**src/rtl/uart_pkg.sv**
```systemverilog
// uart_pkg
// Shared definitions for the parametrised UART transceiver family.
//   - PARITY_* : values accepted by the PARITY_MODE parameter
//   - TX_* / RX_* : 3-bit state encodings for the transmit and receive FSMs
//   - frame_bits() : number of bit times in one complete frame
package uart_pkg;

    localparam int PARITY_NONE = 0;
    localparam int PARITY_EVEN = 1;
    localparam int PARITY_ODD  = 2;

    localparam logic [2:0] TX_IDLE  = 3'd0;
    localparam logic [2:0] TX_START = 3'd1;
    localparam logic [2:0] TX_DATA  = 3'd2;
    localparam logic [2:0] TX_PAR   = 3'd3;
    localparam logic [2:0] TX_STOP  = 3'd4;

    localparam logic [2:0] RX_IDLE  = 3'd0;
    localparam logic [2:0] RX_START = 3'd1;
    localparam logic [2:0] RX_DATA  = 3'd2;
    localparam logic [2:0] RX_PAR   = 3'd3;
    localparam logic [2:0] RX_STOP  = 3'd4;

    // Start bit, payload, optional parity bit and the stop bits.
    function automatic int frame_bits(input int data_bits, input int parity_mode, input int stop_bits);
        return 1 + data_bits + ((parity_mode != PARITY_NONE) ? 1 : 0) + stop_bits;
    endfunction

endpackage

```
**src/rtl/uart_fifo_transceiver_if.sv**
```systemverilog
// uart_fifo_transceiver_if
// Host-side ready/valid bus of the UART transceiver.
//   data_in / data_in_valid / data_in_ready    : byte to transmit (host -> UART)
//   data_out / data_out_valid / data_out_ready : RX FIFO head (UART -> host)
// modport master : the host (CPU register block or testbench)
// modport slave  : the UART itself
interface uart_fifo_transceiver_if #(
    parameter int DATA_BITS = 8
);

    logic [DATA_BITS-1:0] data_in;
    logic                 data_in_valid;
    logic                 data_in_ready;
    logic [DATA_BITS-1:0] data_out;
    logic                 data_out_valid;
    logic                 data_out_ready;

    modport master (
        output data_in,
        output data_in_valid,
        input  data_in_ready,
        input  data_out,
        input  data_out_valid,
        output data_out_ready
    );

    modport slave (
        input  data_in,
        input  data_in_valid,
        output data_in_ready,
        output data_out,
        output data_out_valid,
        input  data_out_ready
    );

endinterface

```
**src/rtl/sync_fifo.sv**
```systemverilog
// sync_fifo
// Single-clock first-word-fall-through FIFO.
//   clk, reset : system clock, asynchronous active-high reset (empties the FIFO)
//   push       : write push_data; ignored when full unless a pop happens in the same cycle
//   push_data  : word to write
//   pop        : remove the head word; ignored when empty
//   head       : current head word, valid whenever empty is low
//   full/empty : occupancy status
//   count      : number of stored words (0..DEPTH)
// DEPTH must be a power of two (pointers wrap by natural overflow) and at least 2.
module sync_fifo #(
    parameter int WIDTH = 8,
    parameter int DEPTH = 8
) (
    input  logic                       clk,
    input  logic                       reset,
    input  logic                       push,
    input  logic [WIDTH-1:0]           push_data,
    input  logic                       pop,
    output logic [WIDTH-1:0]           head,
    output logic                       full,
    output logic                       empty,
    output logic [$clog2(DEPTH+1)-1:0] count
);

    localparam int AW = $clog2(DEPTH);
    localparam int CW = $clog2(DEPTH+1);

    logic [WIDTH-1:0] mem [DEPTH];
    logic [AW-1:0]    wr_ptr;
    logic [AW-1:0]    rd_ptr;
    logic             do_push;
    logic             do_pop;

    assign empty = (count == '0);
    assign full  = (count == CW'(DEPTH));

    // A pop on a full FIFO frees the slot the simultaneous push needs.
    assign do_pop  = pop && !empty;
    assign do_push = push && (!full || do_pop);

    assign head = mem[rd_ptr];

    // Pointers and occupancy; a simultaneous push and pop leaves count alone.
    always_ff @(posedge clk or posedge reset) begin
        if (reset) begin
            wr_ptr <= '0;
            rd_ptr <= '0;
            count  <= '0;
        end else begin
            if (do_push) begin
                wr_ptr <= wr_ptr + 1'b1;
            end
            if (do_pop) begin
                rd_ptr <= rd_ptr + 1'b1;
            end
            case ({do_push, do_pop})
                2'b10:   count <= count + 1'b1;
                2'b01:   count <= count - 1'b1;
                default: count <= count;
            endcase
        end
    end

    // Storage needs no reset; the empty flag hides stale contents.
    always_ff @(posedge clk) begin
        if (do_push) begin
            mem[wr_ptr] <= push_data;
        end
    end

endmodule

```
**src/rtl/uart_fifo_transceiver.sv**
```systemverilog
// uart_fifo_transceiver
// Parametrised UART with configurable width, parity and stop bits, and an RX FIFO.
//   clk, reset     : system clock, asynchronous active-high reset
//   host (slave)   : data_in/valid/ready transmit request, data_out/valid/ready RX FIFO head
//   serial_in      : RX line, asynchronous to clk
//   serial_out     : TX line, idles high
//   rx_count       : RX FIFO occupancy
//   parity_error   : sticky, a frame failed its parity check
//   framing_error  : sticky, a first stop bit was sampled low
//   overrun        : sticky, a good frame was dropped because the FIFO was full
//   clear_errors   : synchronous clear of the three sticky flags
module uart_fifo_transceiver
    import uart_pkg::*;
#(
    parameter int CLOCK_FREQ    = 50_000_000,
    parameter int BAUD_RATE     = 115_200,
    parameter int DATA_BITS     = 8,
    parameter int PARITY_MODE   = 0,
    parameter int STOP_BITS     = 1,
    parameter int RX_FIFO_DEPTH = 8
) (
    input  logic                               clk,
    input  logic                               reset,
    uart_fifo_transceiver_if.slave             host,
    input  logic                               serial_in,
    output logic                               serial_out,
    output logic [$clog2(RX_FIFO_DEPTH+1)-1:0] rx_count,
    output logic                               parity_error,
    output logic                               framing_error,
    output logic                               overrun,
    input  logic                               clear_errors
);

    localparam int SYMBOL_EDGE_TIME = CLOCK_FREQ / BAUD_RATE;
    localparam int HALF_SYMBOL      = SYMBOL_EDGE_TIME / 2;
    localparam int TW               = $clog2(SYMBOL_EDGE_TIME);
    localparam int BW               = $clog2(DATA_BITS + 1);
    localparam bit HAS_PARITY       = (PARITY_MODE != PARITY_NONE);

    // Parity bit the line should carry for a given payload.
    function automatic logic parity_of(input logic [DATA_BITS-1:0] d);
        return (PARITY_MODE == PARITY_ODD) ? ~^d : ^d;
    endfunction

    // ------------------------------------------------------------------
    // Transmitter
    // ------------------------------------------------------------------
    logic [2:0]           tx_state;
    logic [TW-1:0]        tx_timer;
    logic [BW-1:0]        tx_bit_idx;
    logic [DATA_BITS-1:0] tx_shift;
    logic                 tx_par_bit;
    logic                 tx_tick;

    assign tx_tick            = (tx_timer == TW'(SYMBOL_EDGE_TIME - 1));
    assign host.data_in_ready = (tx_state == TX_IDLE);

    // serial_out is registered and updated on the same edge as the state,
    // so the line changes exactly when a new bit time begins.
    always_ff @(posedge clk or posedge reset) begin
        if (reset) begin
            tx_state   <= TX_IDLE;
            tx_timer   <= '0;
            tx_bit_idx <= '0;
            tx_shift   <= '0;
            tx_par_bit <= 1'b0;
            serial_out <= 1'b1;
        end else begin
            if (tx_state != TX_IDLE) begin
                tx_timer <= tx_tick ? '0 : tx_timer + 1'b1;
            end
            case (tx_state)
                TX_IDLE: begin
                    if (host.data_in_valid) begin
                        tx_state   <= TX_START;
                        tx_timer   <= '0;
                        tx_shift   <= host.data_in;
                        tx_par_bit <= parity_of(host.data_in);
                        serial_out <= 1'b0;
                    end
                end
                TX_START: begin
                    if (tx_tick) begin
                        tx_state   <= TX_DATA;
                        tx_bit_idx <= '0;
                        serial_out <= tx_shift[0];
                    end
                end
                TX_DATA: begin
                    if (tx_tick) begin
                        if (tx_bit_idx == BW'(DATA_BITS - 1)) begin
                            tx_bit_idx <= '0;
                            if (HAS_PARITY) begin
                                tx_state   <= TX_PAR;
                                serial_out <= tx_par_bit;
                            end else begin
                                tx_state   <= TX_STOP;
                                serial_out <= 1'b1;
                            end
                        end else begin
                            tx_bit_idx <= tx_bit_idx + 1'b1;
                            tx_shift   <= tx_shift >> 1;
                            serial_out <= tx_shift[1];
                        end
                    end
                end
                TX_PAR: begin
                    if (tx_tick) begin
                        tx_state   <= TX_STOP;
                        tx_bit_idx <= '0;
                        serial_out <= 1'b1;
                    end
                end
                TX_STOP: begin
                    if (tx_tick) begin
                        if (tx_bit_idx == BW'(STOP_BITS - 1)) begin
                            tx_state <= TX_IDLE;
                        end else begin
                            tx_bit_idx <= tx_bit_idx + 1'b1;
                        end
                    end
                end
                default: begin
                    tx_state   <= TX_IDLE;
                    serial_out <= 1'b1;
                end
            endcase
        end
    end

    // ------------------------------------------------------------------
    // Receiver
    // ------------------------------------------------------------------
    logic                 rx_sync1;
    logic                 rx_sync2;
    logic                 rx_prev;
    logic                 rx_line;
    logic [2:0]           rx_state;
    logic [TW-1:0]        rx_timer;
    logic [BW-1:0]        rx_bit_idx;
    logic [DATA_BITS-1:0] rx_shift;
    logic                 rx_par_bad;
    logic                 rx_mid;

    assign rx_line = rx_sync2;

    // The start bit is resampled half a bit after the edge; every later
    // sample is one full bit after the previous one, landing mid-bit.
    assign rx_mid = (rx_state == RX_START) ? (rx_timer == TW'(HALF_SYMBOL - 1))
                                           : (rx_timer == TW'(SYMBOL_EDGE_TIME - 1));

    // Two-flop synchroniser plus a delayed copy for falling-edge detection.
    // Requiring a genuine 1->0 edge keeps a line held low after a framing
    // error from being mistaken for a new start bit.
    always_ff @(posedge clk or posedge reset) begin
        if (reset) begin
            rx_sync1 <= 1'b1;
            rx_sync2 <= 1'b1;
            rx_prev  <= 1'b1;
        end else begin
            rx_sync1 <= serial_in;
            rx_sync2 <= rx_sync1;
            rx_prev  <= rx_sync2;
        end
    end

    // Receive FSM: collects the payload LSB first and remembers whether the
    // parity bit disagreed; the frame outcome is decided at the stop sample.
    always_ff @(posedge clk or posedge reset) begin
        if (reset) begin
            rx_state   <= RX_IDLE;
            rx_timer   <= '0;
            rx_bit_idx <= '0;
            rx_shift   <= '0;
            rx_par_bad <= 1'b0;
        end else begin
            if (rx_state != RX_IDLE) begin
                rx_timer <= rx_mid ? '0 : rx_timer + 1'b1;
            end
            case (rx_state)
                RX_IDLE: begin
                    if (rx_prev && !rx_line) begin
                        rx_state   <= RX_START;
                        rx_timer   <= '0;
                        rx_par_bad <= 1'b0;
                    end
                end
                RX_START: begin
                    if (rx_mid) begin
                        if (rx_line) begin
                            rx_state <= RX_IDLE;
                        end else begin
                            rx_state   <= RX_DATA;
                            rx_bit_idx <= '0;
                        end
                    end
                end
                RX_DATA: begin
                    if (rx_mid) begin
                        rx_shift <= {rx_line, rx_shift[DATA_BITS-1:1]};
                        if (rx_bit_idx == BW'(DATA_BITS - 1)) begin
                            rx_state <= HAS_PARITY ? RX_PAR : RX_STOP;
                        end else begin
                            rx_bit_idx <= rx_bit_idx + 1'b1;
                        end
                    end
                end
                RX_PAR: begin
                    if (rx_mid) begin
                        rx_par_bad <= (rx_line != parity_of(rx_shift));
                        rx_state   <= RX_STOP;
                    end
                end
                RX_STOP: begin
                    if (rx_mid) begin
                        rx_state <= RX_IDLE;
                    end
                end
                default: rx_state <= RX_IDLE;
            endcase
        end
    end

    // ------------------------------------------------------------------
    // Frame outcome, RX FIFO and sticky flags
    // ------------------------------------------------------------------
    logic stop_sample;
    logic frame_good;
    logic fifo_pop;
    logic fifo_full;
    logic fifo_empty;
    logic set_framing;
    logic set_parity;
    logic set_overrun;

    assign stop_sample = (rx_state == RX_STOP) && rx_mid;
    assign frame_good  = stop_sample && rx_line && !rx_par_bad;
    assign set_framing = stop_sample && !rx_line;
    assign set_parity  = stop_sample && rx_line && rx_par_bad;
    assign fifo_pop    = !fifo_empty && host.data_out_ready;
    assign set_overrun = frame_good && fifo_full && !fifo_pop;

    assign host.data_out_valid = !fifo_empty;

    sync_fifo #(
        .WIDTH (DATA_BITS),
        .DEPTH (RX_FIFO_DEPTH)
    ) u_rx_fifo (
        .clk       (clk),
        .reset     (reset),
        .push      (frame_good),
        .push_data (rx_shift),
        .pop       (fifo_pop),
        .head      (host.data_out),
        .full      (fifo_full),
        .empty     (fifo_empty),
        .count     (rx_count)
    );

    // A new error in the same cycle as clear_errors keeps the flag set.
    always_ff @(posedge clk or posedge reset) begin
        if (reset) begin
            parity_error  <= 1'b0;
            framing_error <= 1'b0;
            overrun       <= 1'b0;
        end else begin
            parity_error  <= set_parity  || (parity_error  && !clear_errors);
            framing_error <= set_framing || (framing_error && !clear_errors);
            overrun       <= set_overrun || (overrun       && !clear_errors);
        end
    end

endmodule

```
**src/flat_wrapper.sv**
```systemverilog
// flat-port wrapper written by rule: the top's interface ports become plain ports
module uart_fifo_transceiver_flat import uart_pkg::*;
#(
    parameter int CLOCK_FREQ    = 50_000_000,
    parameter int BAUD_RATE     = 115_200,
    parameter int DATA_BITS     = 8,
    parameter int PARITY_MODE   = 0,
    parameter int STOP_BITS     = 1,
    parameter int RX_FIFO_DEPTH = 8
)
  (clk, reset, serial_in, serial_out, rx_count, parity_error, framing_error, overrun, clear_errors, host_data_in, host_data_in_valid, host_data_in_ready, host_data_out, host_data_out_valid, host_data_out_ready);
  uart_fifo_transceiver_if #(.DATA_BITS(DATA_BITS)) host_i ();
  input  logic clk;
  input  logic reset;
  input  logic serial_in;
  output logic serial_out;
  output logic [$clog2(RX_FIFO_DEPTH+1)-1:0] rx_count;
  output logic parity_error;
  output logic framing_error;
  output logic overrun;
  input  logic clear_errors;
  input wire logic [$bits(host_i.data_in)-1:0] host_data_in;
  input wire logic [$bits(host_i.data_in_valid)-1:0] host_data_in_valid;
  output wire logic [$bits(host_i.data_in_ready)-1:0] host_data_in_ready;
  output wire logic [$bits(host_i.data_out)-1:0] host_data_out;
  output wire logic [$bits(host_i.data_out_valid)-1:0] host_data_out_valid;
  input wire logic [$bits(host_i.data_out_ready)-1:0] host_data_out_ready;
  assign host_i.data_in = host_data_in;
  assign host_i.data_in_valid = host_data_in_valid;
  assign host_data_in_ready = host_i.data_in_ready;
  assign host_data_out = host_i.data_out;
  assign host_data_out_valid = host_i.data_out_valid;
  assign host_i.data_out_ready = host_data_out_ready;
  uart_fifo_transceiver #(.CLOCK_FREQ(CLOCK_FREQ), .BAUD_RATE(BAUD_RATE), .DATA_BITS(DATA_BITS), .PARITY_MODE(PARITY_MODE), .STOP_BITS(STOP_BITS), .RX_FIFO_DEPTH(RX_FIFO_DEPTH)) u_core (.clk(clk), .reset(reset), .host(host_i), .serial_in(serial_in), .serial_out(serial_out), .rx_count(rx_count), .parity_error(parity_error), .framing_error(framing_error), .overrun(overrun), .clear_errors(clear_errors));
endmodule
```
**config.mk**
```make
export PLATFORM = sky130hd
export DESIGN_NAME = uart_fifo_transceiver_flat
export DESIGN_NICKNAME = d
export VERILOG_FILES = /design/src/rtl/uart_pkg.sv /design/src/rtl/uart_fifo_transceiver_if.sv /design/src/rtl/sync_fifo.sv /design/src/rtl/uart_fifo_transceiver.sv /design/src/flat_wrapper.sv
export SDC_FILE = /design/constraint.sdc
export NUM_CORES = 1
export LEC_CHECK = 0
export BUFFER_PORTS_ARGS = -buffer_cell sky130_fd_sc_hd__buf_4
export CORE_MARGIN = 5
export CORE_UTILIZATION = 55
export CTS_CLUSTER_DIAMETER = 80
export DETAILED_ROUTE_END_ITERATION = 16
export GPL_TIMING_DRIVEN = 0
export HOLD_SLACK_MARGIN = 0.1
export PLACE_DENSITY = 0.86
export SETUP_SLACK_MARGIN = 0.05
export SYNTH_ARGS = -nofsm -noshare
export SYNTH_HDL_FRONTEND = slang
export SYNTH_SLANG_ARGS = --single-unit
```
**constraint.sdc**
```tcl
create_clock -name clk -period 2.4 [get_ports clk]
set_input_delay 0.48 -clock clk [delete_from_list [all_inputs] [get_ports clk]]
set_output_delay 0.48 -clock clk [all_outputs]
set_load 0.005 [all_outputs]
```
==> out/qor.csv <==
stage,metric,value,unit
status,status,finished with violations,
status,violations,setup timing,
clock_tree,clk_path_buf_depth,2,
layout,n_fill_cell,643,
clock_tree,clock_sinks,130,
routing,drc,0,
synth,yosysWarnings,0,
global_route,grt_pass1_vias,4119,
setup_path,reg2regPathDepth,8,
routing,vias,4076,
layout,drive_gt1_share,32.5,%
layout,regArea,3580,um^2
synth,syn-num-nets,471,
clock_tree,htreeDepth,4,
timing,fin_skew,7.80,ps
synth,synth_area_leader_cell,edfxtp_1,
setup_path,cp.depth,5,
setup_path,crit_type,flop to output port,
power_and_ir_drop,power.leakage,2.94,nW
clock_tree,cts_buffers,17,
clock_tree,cts_tree,yes,
timing,worst_slew_pin_slew,1040,ps
floorplanning,core,10400,um^2
timing,fmax,0.388,GHz
setup_path,worstPathRequired,1920,ps
clock_tree,clock_latency,520,ps
synth,netlist.area_leader.share,32.5,%
routing,wl_per_cell,18.9,um
synth,ys_types,61,
setup_path,crit_chain,buf_8 > buf_12 > mux4_2 > mux2_4 > buf_6,
timing,fin_ws,-174,ps
routing,drtIter0Drc,434,
setup_path,worstSetupEndpointType,output port,
synth,synth_flop_cell,edfxtp_1,
synth,ys_async_sr_fraction,50.8,%
global_route,grt_pass1_wl,20600,um
routing,drt-total-wl,12900,um
placement,gp_congestion,0.879,
clock_tree,cts_root_buf,clkbuf_8,
timing,post-route-period-util,107,%
synth,ys_ff_latch,130,
power_and_ir_drop,power_density,895,nW/um^2
routing,routed_via_density,5.97,
timing,rsz0062_at_grt,yes,
synth,syn-instance-count,448,
worst_hold_path,whs_path_depth,2,
timing,hold_viol,0,
floorplanning,die_w,114,um
job,cap_violations,0,
placement,io_buffers,31,
timing,setup_violations,8,
synth,syn_area_per_cell,13.2,um^2
layout,multi_input_area,2370,um^2
global_route,grt_antenna_before_repair,0,
layout,n_antenna_cell,0,
placement,dp_hpwl,7550,um
global_route,grt_max_degree,35,
power_and_ir_drop,irDropWorstVdd,0.570,mV
timing,slew_headroom,29.8,%
floorplanning,dieArea,12900,um^2
routing,antenna_left,0,
floorplanning,fp-row-count,37,
layout,area_delta_synth_final,27.0,%
routing,first_pass_iters,7,
synth,synth_area,5910,um^2
setup_path,crit_family,multiplexers,
layout,finalNonFillerCells,683,
synth,yosysSeqAreaShare,60.6,%
floorplanning,die_y,114,um
floorplanning,ios,32,
global_route,grt_usage,20.6,%
synth,synth_area_leaders,"edfxtp_1 (33%), dfrtp_1 (26%), mux4_2 (6.1%)",
setup_path,arrival,2090,ps
setup_path,cpMaxStageDelayCell,mux4_2,
floorplanning,start_util,56.7,%
timing,fin_tns_setup,-1230,ps
setup_path,slowest_delay,500,ps
setup_path,cp-start-kind,flop,
layout,fin_util,72.0,%
placement,place_inst,616,
timing,slew_violations,0,
worst_hold_path,min_path_type,input pin to flop,
clock_tree,path_clk_slew,60,ps
setup_path,critPathMaxFanout,5,
layout,fin_nets,557,
global_route,grt_overflow_total,0,
timing,min_period,2570,ps
setup_path,crit_buf_inv,3,
power_and_ir_drop,report.power.total,6.71,mW
synth,synth-edff-count,64,
==> kinds of logic after synthesis <==
| logic type | count (synthesis) | share of synthesized area [%] |
|---|---|---|
| AND/OR/NAND/NOR | 139 | 12.7 |
| adder cells (fa/ha/maj) | 9 | 1.91 |
| buffers and inverters | 30 | 2.05 |
| flip-flops | 130 | 60.6 |
| AO/OA/AOI/OAI | 76 | 8.43 |
| multiplexers | 46 | 11.6 |
| XOR/XNOR | 18 | 2.67 |
==> routing by layer <==
| layer | track usage (%) | vias up | part of all wire (%) |
|---|---|---|---|
| li1 | - | 1861 | - |
| met2 | 35.1 | 147 | 53 |
| met1 | 25.6 | 2042 | 40 |
| met4 | 6.97 | 0 | 1.9 |
| met5 | 0 | - | 0 |
| met3 | 5.46 | 26 | 5.3 |
==> sequential cells by signal, summed over array words and instances (netlist names) <==
| register | flops |
|---|---|
| u_core.u_rx_fifo.wr_ptr | 3 |
| u_core.parity_error | 1 |
| u_core.rx_line | 1 |
| u_core.framing_error | 1 |
| u_core.rx_par_bad | 1 |
| u_core.u_rx_fifo.mem | 64 |
| u_core.rx_bit_idx | 4 |
| u_core.rx_prev | 1 |
| u_core.rx_state | 3 |
| u_core.tx_bit_idx | 4 |
| u_core.rx_timer | 9 |
| u_core.overrun | 1 |
| u_core.u_rx_fifo.count | 4 |
| u_core.tx_state | 3 |
| u_core.u_rx_fifo.rd_ptr | 3 |
| u_core.tx_shift | 8 |
| u_core.serial_out | 1 |
| u_core.tx_timer | 9 |
| u_core.rx_shift | 8 |
| u_core.rx_sync1 | 1 |
==> repair_timing <==
item,4_1_cts,5_1_grt
pin swaps,9,6
hold endpoints to repair,30,0
hold buffers,2,0
cloned,1,0
resized for setup,44,16
buffers inserted,17,15
setup endpoints to repair,74,82
==> cell usage after synthesis, drive strengths merged (10+ instances only) <==
| cell type | n |
|---|---|
| dfrtp | 62 |
| a21oi | 10 |
| inv | 12 |
| mux2 | 21 |
| mux4 | 16 |
| o21ai | 30 |
| edfxtp | 64 |
| nor3 | 11 |
| nand2 | 38 |
| nor2 | 31 |
| xnor2 | 13 |
| nand3 | 15 |
==> path summary, 6_finish.rpt <==
kind	start	to	slack [ps]
setup / recovery	u_core.u_rx_fifo.rd_ptr[0]$_DFFE_PP0P_	host_data_out[6]	-170
hold / removal	clear_errors	u_core.parity_error$_DFF_PP0_	200
setup reg to reg	u_core.rx_timer[3]$_DFF_PP0_	u_core.u_rx_fifo.mem[1][7]$_DFFE_PP_	30
hold reg to reg	u_core.rx_sync1$_DFF_PP1_	u_core.rx_line$_DFF_PP1_	360
max in group asynchronous	reset	u_core.rx_timer[8]$_DFF_PP0_	1130
min in group asynchronous	reset	u_core.tx_timer[8]$_DFF_PP0_	640
==> stage by stage <==
stage	worst slack (ps)	instance area, um^2	hold slack, ps
final	-174	7500	202
after detailed placement	-489	6340	347
after CTS	-201	7310	175
after global placement	-471	6320	346
after global routing	-255	7500	188
after floorplan	67.6	5920	345
==> final cells by class <==
cell class	count	area share (%)
Inverter	12	0.601
Buffer	18	1.62
Multi-Input combinational cell	288	31.6
Sequential cell	130	47.8
Clock buffer	17	5.52
Clock inverter	15	1.95
Tap cell	136	2.27
Timing Repair Buffer	67	8.66
==> report_power, final <==
| part | internal [mW] | leakage (nW) | switching, mW |
|---|---|---|---|
| clock | 1.40 | 0.267 | 1.03 |
| combinational | 1.04 | 1.22 | 0.648 |
| sequential | 2.44 | 1.45 | 0.148 |
==> cell usage in the layout, fill, tap and decap left out, types with 4 or more instances in the layout <==
cell type	n
a21oi_1	10
inv_1	11
clkbuf_16	16
nor3_1	7
ha_1	9
mux2_2	15
inv_6	7
buf_6	8
nor2_4	6
o21ai_0	28
xnor2_1	13
a21o_1	4
dfstp_2	4
a22o_1	6
and3_1	5
mux2i_1	9
nand3_1	15
nor2_1	24
dfrtp_2	4
xor2_1	5
nand2_1	36
dfrtp_1	58
buf_2	4
clkbuf_1	8
nand2b_1	4
mux4_2	16
nor3_4	4
buf_4	50
mux2_4	5
o31ai_1	5
edfxtp_1	64
buf_12	8
Power figures use the tool's default switching activity.
